[config.mk]
export PLATFORM = sky130hd
export DESIGN_NAME = rgb_pwm_fader
export DESIGN_NICKNAME = d
export VERILOG_FILES = /design/src/rtl/rgb_pwm_fader.sv
export SDC_FILE = /design/constraint.sdc
export NUM_CORES = 1
export LEC_CHECK = 0
export ABC_AREA = 0
export BUFFER_PORTS_ARGS = -buffer_cell sky130_fd_sc_hd__buf_4
export CAP_MARGIN = 10
export CELL_PAD_IN_SITES_DETAIL_PLACEMENT = 0
export CELL_PAD_IN_SITES_GLOBAL_PLACEMENT = 2
export CORE_MARGIN = 2
export CORE_UTILIZATION = 40
export DETAILED_ROUTE_END_ITERATION = 6
export GPL_TIMING_DRIVEN = 0
export PLACE_DENSITY_LB_ADDON = 0.1
export SYNTH_ARGS = -nofsm -noshare
export SYNTH_HDL_FRONTEND = slang
export SYNTH_SLANG_ARGS = --single-unit
[constraint.sdc]
create_clock -name clk -period 8.6 [get_ports clk]
set_input_delay 1.29 -clock clk [delete_from_list [all_inputs] [get_ports clk]]
set_output_delay 1.29 -clock clk [all_outputs]
set_load 0.02 [all_outputs]
[src/rtl/rgb_pwm_fader.sv]
// rgb_pwm_fader
//   LED output stage behind the colour sequencer. It accepts a target RGB colour over a
//   valid/ready handshake and drives three PWM pins. Each channel's duty ramps one LSB at
//   a time from the current colour to the target, so colour changes are smooth fades.
//
// Parameters
//   PWM_BITS   : duty and counter width; the PWM period is 2**PWM_BITS clock cycles
//   FADE_DIV   : PWM periods per one-LSB fade step (>= 1)
//   ACTIVE_LOW : 1 inverts the RGB_* pins (LED lit when the pin is low)
//
// Ports
//   clk            : system clock
//   rst            : synchronous active-high reset
//   in_valid       : target colour valid
//   in_ready       : target can be accepted (combinational, idle and not in reset)
//   in_r/in_g/in_b : target duty per channel
//   busy           : registered, high while a fade is in progress
//   RGB_R/G/B      : registered PWM outputs
module rgb_pwm_fader #(
  parameter int unsigned PWM_BITS   = 8,
  parameter int unsigned FADE_DIV   = 4,
  parameter bit          ACTIVE_LOW = 1'b0
) (
  input  logic                clk,
  input  logic                rst,
  input  logic                in_valid,
  output logic                in_ready,
  input  logic [PWM_BITS-1:0] in_r,
  input  logic [PWM_BITS-1:0] in_g,
  input  logic [PWM_BITS-1:0] in_b,
  output logic                busy,
  output logic                RGB_R,
  output logic                RGB_G,
  output logic                RGB_B
);

  localparam int unsigned          DivW    = (FADE_DIV > 1) ? $clog2(FADE_DIV) : 1;
  localparam logic [DivW-1:0]      DivLast = DivW'(FADE_DIV - 1);
  localparam logic [PWM_BITS-1:0]  CntMax  = '1;

  typedef enum logic [0:0] {StIdle, StFade} state_e;

  state_e state_q, state_d;

  logic [PWM_BITS-1:0]        pwm_cnt_q, pwm_cnt_d;
  logic [DivW-1:0]            div_cnt_q, div_cnt_d;
  // Channel index 0 = red, 1 = green, 2 = blue.
  logic [2:0][PWM_BITS-1:0]   cur_q, cur_d;
  logic [2:0][PWM_BITS-1:0]   tgt_q, tgt_d;
  logic [2:0][PWM_BITS-1:0]   in_col;
  logic [2:0]                 rgb_q, rgb_d;
  logic                       busy_q;

  logic period_end;
  logic step_tick;
  logic handshake;
  logic fade_step;

  assign in_col     = {in_b, in_g, in_r};
  assign period_end = (pwm_cnt_q == CntMax);
  assign step_tick  = period_end && (div_cnt_q == DivLast);
  assign handshake  = in_valid && in_ready;
  assign fade_step  = (state_q == StFade) && step_tick;

  // ---------------------------------------------------------------------------
  // FSM: state register
  // ---------------------------------------------------------------------------
  always_ff @(posedge clk) begin
    if (rst) begin
      state_q <= StIdle;
    end else begin
      state_q <= state_d;
    end
  end

  // ---------------------------------------------------------------------------
  // FSM: next state
  // ---------------------------------------------------------------------------
  always_comb begin
    state_d = state_q;
    unique case (state_q)
      StIdle: begin
        // A target equal to the current colour is accepted without starting a fade.
        if (handshake && (in_col != cur_q)) begin
          state_d = StFade;
        end
      end
      StFade: begin
        if (fade_step && (cur_d == tgt_q)) begin
          state_d = StIdle;
        end
      end
      default: state_d = StIdle;
    endcase
  end

  // ---------------------------------------------------------------------------
  // FSM: outputs
  // ---------------------------------------------------------------------------
  always_comb begin
    in_ready = (state_q == StIdle) && !rst;
  end

  // ---------------------------------------------------------------------------
  // Datapath next state
  // ---------------------------------------------------------------------------
  always_comb begin
    pwm_cnt_d = pwm_cnt_q + PWM_BITS'(1);

    div_cnt_d = div_cnt_q;
    if (handshake) begin
      // Restart step timing so the first step lands FADE_DIV full period ends later.
      div_cnt_d = '0;
    end else if (period_end) begin
      div_cnt_d = (div_cnt_q == DivLast) ? '0 : div_cnt_q + DivW'(1);
    end

    tgt_d = handshake ? in_col : tgt_q;

    // Steps only happen on a period end, so every PWM period uses a single duty.
    cur_d = cur_q;
    if (fade_step) begin
      for (int i = 0; i < 3; i++) begin
        if (cur_q[i] < tgt_q[i]) begin
          cur_d[i] = cur_q[i] + PWM_BITS'(1);
        end else if (cur_q[i] > tgt_q[i]) begin
          cur_d[i] = cur_q[i] - PWM_BITS'(1);
        end
      end
    end

    for (int i = 0; i < 3; i++) begin
      rgb_d[i] = (pwm_cnt_q < cur_q[i]) ^ ACTIVE_LOW;
    end
  end

  // ---------------------------------------------------------------------------
  // Datapath registers
  // ---------------------------------------------------------------------------
  always_ff @(posedge clk) begin
    if (rst) begin
      pwm_cnt_q <= '0;
      div_cnt_q <= '0;
      cur_q     <= '0;
      tgt_q     <= '0;
      busy_q    <= 1'b0;
      rgb_q     <= {3{ACTIVE_LOW}};
    end else begin
      pwm_cnt_q <= pwm_cnt_d;
      div_cnt_q <= div_cnt_d;
      cur_q     <= cur_d;
      tgt_q     <= tgt_d;
      busy_q    <= (state_d == StFade);
      rgb_q     <= rgb_d;
    end
  end

  assign busy  = busy_q;
  assign RGB_R = rgb_q[0];
  assign RGB_G = rgb_q[1];
  assign RGB_B = rgb_q[2];

endmodule
### After elaboration in Yosys (flattened, before gate mapping)

Cells that the tools add are included.

* $add $sub $neg: 8
* order comparisons: 9
* equality and inequality tests: 4
* multiplexer cells: 11
* bitwise logic cells: 1
* reduce and logical (&&, ||, !) cells: 8

Operators with widths (number)
* $lt A8 B8 Y1: 6
* $mux W8: 6
* $add A8 B1 Y8 const B: 4
* $eq A24 B24 Y1: 1
* $gt A8 B8 Y1: 3
* $mux W24: 1
* $ne A24 B24 Y1: 1
* $sub A8 B1 Y8 const B: 3
* $eq A8 B8 Y1 const B: 1
* $logic_and A1 B1 Y1: 6
* $add A2 B1 Y2 const B: 1
* $eq A2 B2 Y1 const B: 1
* $mux W1: 2
* $mux W2: 1
* $pmux W1 S2: 1
* $reduce_or A2 Y1: 1
* $logic_not A1 Y1: 1
* $not A1 Y1: 1

* register bits after elaboration: 62
* input port bits: 27
* output and inout port bits: 5
* word-level logic and storage cells: 51

### Depth between registers and ports, before layout

* depth in word-level cells: 8
* depth in mapped cells: 13
* gate-level depth less buffers: 11

### Least setup slack after synthesis

OpenSTA, ideal clock, no wires.

* path type: input to output
* from: input port rst
* to: output port in_ready
* arrival: 1.751 ns
* data required time: 7.310 ns
* setup slack: 5.559 ns
* cell stages on the path: 2
* buffers on the path: 1
* cells stage by stage: clkbuf_1 nor2_1

* word-level cells in the longest chain between the ends: 2

RTL lines
* start: declaration: RTL line 25 `input logic rst,`
* $logic_not A1 Y1: RTL line 101 `in_ready = (state_q == StIdle) && !rst;`
* $logic_and A1 B1 Y1: RTL line 101
* end: declaration: RTL line 27 `output logic in_ready,`

No other way between the ends.

### Worst setup path after layout

* from: register cur_q[0] (netlist bit)
* to: register busy_q, in the netlist busy

* word-level cells in the longest chain between the ends: 8
* elaborated cells on any way between the ends: 14
* those cells by class: add/sub (2); order compare (2); eq/ne (2); mux (6); reduce/logical (2)

RTL lines
* start: declaration: RTL line 48 `logic [2:0][PWM_BITS-1:0] cur_q, cur_d;`
* start signal: assignment: RTL line 151 `cur_q <= cur_d;`
* $sub A8 B1 Y8 / $gt A8 B8 Y1 (equally long branches): RTL line 127, 126
* $mux W8: RTL line 126 `end else if (cur_q[i] > tgt_q[i]) begin`
* $mux W8: RTL line 124 `if (cur_q[i] < tgt_q[i]) begin`
* $mux W24: RTL line 122 `if (fade_step) begin`
* $eq A24 B24 Y1: RTL line 89 `if (fade_step && (cur_d == tgt_q)) begin`
* $logic_and A1 B1 Y1: RTL line 89
* $mux W1: RTL line 89
* $pmux W1 S2 (*): RTL line 81 `unique case (state_q)`
* end signal: assignment: RTL line 153 `busy_q <= (state_d == StFade);`
* end: declaration: RTL line 52 `logic busy_q;`

Mark *: on every way between the ends. The rest lies on a longest branch, timed or not.
A chain may end at the register's enable or synchronous reset.

==> flow_metrics.tcl <==
set metrics [dict create \
    outcome "finished clean" \
    worstPathMaxFanout 9 \
    drt-pass1-iter-count 5 \
    p_switching_w 0.0002809 \
    worst_slew_pin_slew_ns 0.8507 \
    worstPathRequired_ns 8.83 \
    cts_post_setup_buffers_inserted 0 \
    maxCapViolations 0 \
    drc 0 \
    p_int_w 0.0005919 \
    port_buffers 30 \
    drt_iter0_drc 456 \
    seqCellArea_um2 1241 \
    clkLatencyLatePin_ns 0.36 \
    synthCells 632 \
    slew_viol_final 0 \
    grt_pass1_wl_um 27390 \
    hold_violations 0 \
    dp_slack_ns 4.986 \
    period_share_pct 43.65 \
    worst_slack_ns 4.846 \
    nFillCells 1337 \
    std_cell_rows 41 \
    yosys_warnings 0 \
    synthTopCellsByArea "dfxtp_1, ha_1, xnor2_1" \
    holdBufCountCts 0 \
    max_freq_mhz 266.4 \
    setup_viol 0 \
    cp-end-kind "flip-flop" \
    grt.overflow.total 0 \
    slew_headroom_pct 43.29 \
    grt_max_degree 14 \
    hp-class "flip-flop to flip-flop" \
    cts_buffer_depth 2 \
    numCtsBuffers 9 \
    ys_types 64 \
    min_path_cells 2 \
    clk_pin_slew_ns 0.07 \
    cts_resized 0 \
    grt_usage_pct 27.48 \
    synth_largest_area_cell "dfxtp_1" \
    die_w_um 116.9 \
    routed_wl_um 17840 \
    cts_sinks 62 \
    h-tree-depth 3 \
    critical-path-max-stage-delay_ns 0.68 \
    nets 753 \
    tns_ns 0 \
    grt_antenna_before_repair 0 \
    vdd_drop_max_mv 0.07329 \
    first_global_vias 4606 \
    async_flop_share_pct 0 \
    period_needed_ns 3.754 \
    place_congestion 0.9133 \
    start_util_pct 40.74 \
    multi_input_area_um2 3537 \
    core-area_um2 12520 \
    cts_root_buffer "clkbuf_16" \
    p_seq_share_pct 35.3 \
    dpl.hpwl_um 13600 \
    skew_ns 0.008511 \
    path_class "flip-flop to flip-flop" \
    wire_per_inst_um 20.99 \
    synth_top_area_share_pct 24.34 \
    pwr_density_cell_nw_per_um2 149.3 \
    crit_path_start_kind "flip-flop" \
    synth-seq-cells 62 \
    worstPathArrival_ns 3.98 \
    p_comb_share_pct 19.8 \
    cts_tree "done" \
    slowest_stage "a2111oi_0" \
    syn_area_per_cell_um2 8.069 \
    synth_top_flop_cell "dfxtp_1" \
    antenna_cells 0 \
    clockPowerShare_pct 44.9 \
    ys_seq_area_share_pct 24.34 \
    routed_via_density 5.829 \
    synth_area_um2 5100 \
    die-area_um2 13670 \
    io_pins 32 \
    power_switching_share_pct 32.19 \
    synth_edf_count 0 \
    reg2reg_depth 12 \
    p_leak_nw 2.225 \
    syn_to_final_growth_pct 14.62 \
    syn_nets 712 \
    vias 4955 \
    drive_above_1_share_pct 10.32 \
    die_h_um 116.9 \
    rsz0062_at_grt "false" \
    detail-route-antenna-nets 0 \
    path_cells "clkbuf_1, inv_1, ha_1, nor2b_1, o211ai_2, a21o_1, a2111oi_0, o21ai_0, a32oi_1, o2111ai_1, nor4_2, a31oi_1" \
]
==> critical path: cells and delay by family (launching register included) <==
kind,cells,cell delay [ns]
DFF,1,0.33
buffers and inverters,2,0.68
and+or+nand+nor,2,0.51
AOI/OAI and AO/OA,7,1.84
adders and majority gates,1,0.26
==> cell families (layout without fill, tap and decap cells) <==
family | after synthesis | in the layout | synth area share [%]
AOI/OAI and AO/OA | 148 | 148 | 20.29
DFF | 62 | 62 | 24.34
adders and majority gates | 53 | 53 | 13.00
and+or+nand+nor | 211 | 211 | 21.74
xor gates and xnor gates | 73 | 73 | 13.35
buffers and inverters | 80 | 126 | 6.305
muxes | 5 | 5 | 0.9814
==> path summary, 6_finish.rpt <==
kind / end / slack (ns) / from
setup / recovery: busy / 4.85 / cur_q[0]
hold / removal: tgt_q[6] / 0.50 / tgt_q[6]
setup reg to reg: busy / 4.85 / cur_q[0]
hold reg to reg: tgt_q[6] / 0.50 / tgt_q[6]
==> per-layer routing <==
layer	global-route usage, %	part of all wire (%)	vias up
met5	0	0	-
met4	11.06	2.5	0
met3	3.553	5.7	28
met2	42.54	45	216
met1	38.79	47	2333
li1	-	-	2378
==> power groups by stage <==
stage / Clock, W / Sequential (W) / Combinational, W
4_1_cts: 0.000397 / 0.000308 / 0.000169
6_report: 0.000392 / 0.000308 / 0.000173
3_5_place_dp: 0 / 0.000314 / 0.000168
5_1_grt: 0.000407 / 0.000309 / 0.000186
3_3_place_gp: 0 / 0.000314 / 0.000167
2_1_floorplan: 0 / 0.000313 / 0.000110
==> synthesized netlist by cell type (3+ instances only) <==
cell,n
a21oi_1,26
inv_1,46
mux2i_1,5
clkbuf_1,25
a211oi_1,7
and3_1,8
o211ai_1,6
nor2b_1,8
nand2_1,44
nor3_1,17
o21ai_1,3
buf_2,5
and4_1,4
a31oi_1,4
or3_1,8
a21o_1,12
o21ai_0,27
or4_1,3
nor4_1,12
ha_1,53
xnor3_1,3
or2_2,3
nand3_1,24
dfxtp_1,62
a41oi_1,3
xor2_1,14
o31ai_1,22
nand4_1,21
nor2_1,43
o2111ai_1,3
o21a_1,5
a2111oi_0,3
xnor2_1,56
o211a_1,4
nand2b_1,8
==> through the flow <==
step	hold slack (ns)	instance area [um^2]	cells	util [%]	total power, W
6_report	0.5007	5846	850	46.70	0.0008728
5_1_grt	0.5322	5846	850	46.70	0.0009028
3_5_place_dp	0.4952	5540	834	44.26	0.0004822
4_1_cts	0.5047	5846	850	46.70	0.0008742
3_3_place_gp	0.4831	5540	834	44.26	0.0004811
2_1_floorplan	0.4389	5100	632	-	0.0004231
==> final cells by class <==
type                    instances  share of cell area, %
plain buffers                  34                  2.547
clock buffers                   9                  3.853
clock inverters                 7                  1.370
inverters                      46                  2.954
multi-input cells             490                  60.51
flip-flops and latches         62                  21.23
well taps                     172                  3.681
repair buffers                 30                  3.853
==> sequential cells by signal, summed over array words and instances, names as in the netlist <==
register and flops:
tgt_q 24, rgb_q 3, div_cnt_q 2, busy 1
pwm_cnt_q 8, cur_q 24
==> cells in the final DEF, fill, tap and decap left out, types with 25 or more instances in the layout <==
master / count
dfxtp_1: 62
xnor2_1: 56
ha_1: 53
inv_1: 46
nand2_1: 44
nor2_1: 43
buf_4: 32
o21ai_0: 27
a21oi_1: 26
clkbuf_1: 25
Power figures use the tool's default switching activity.
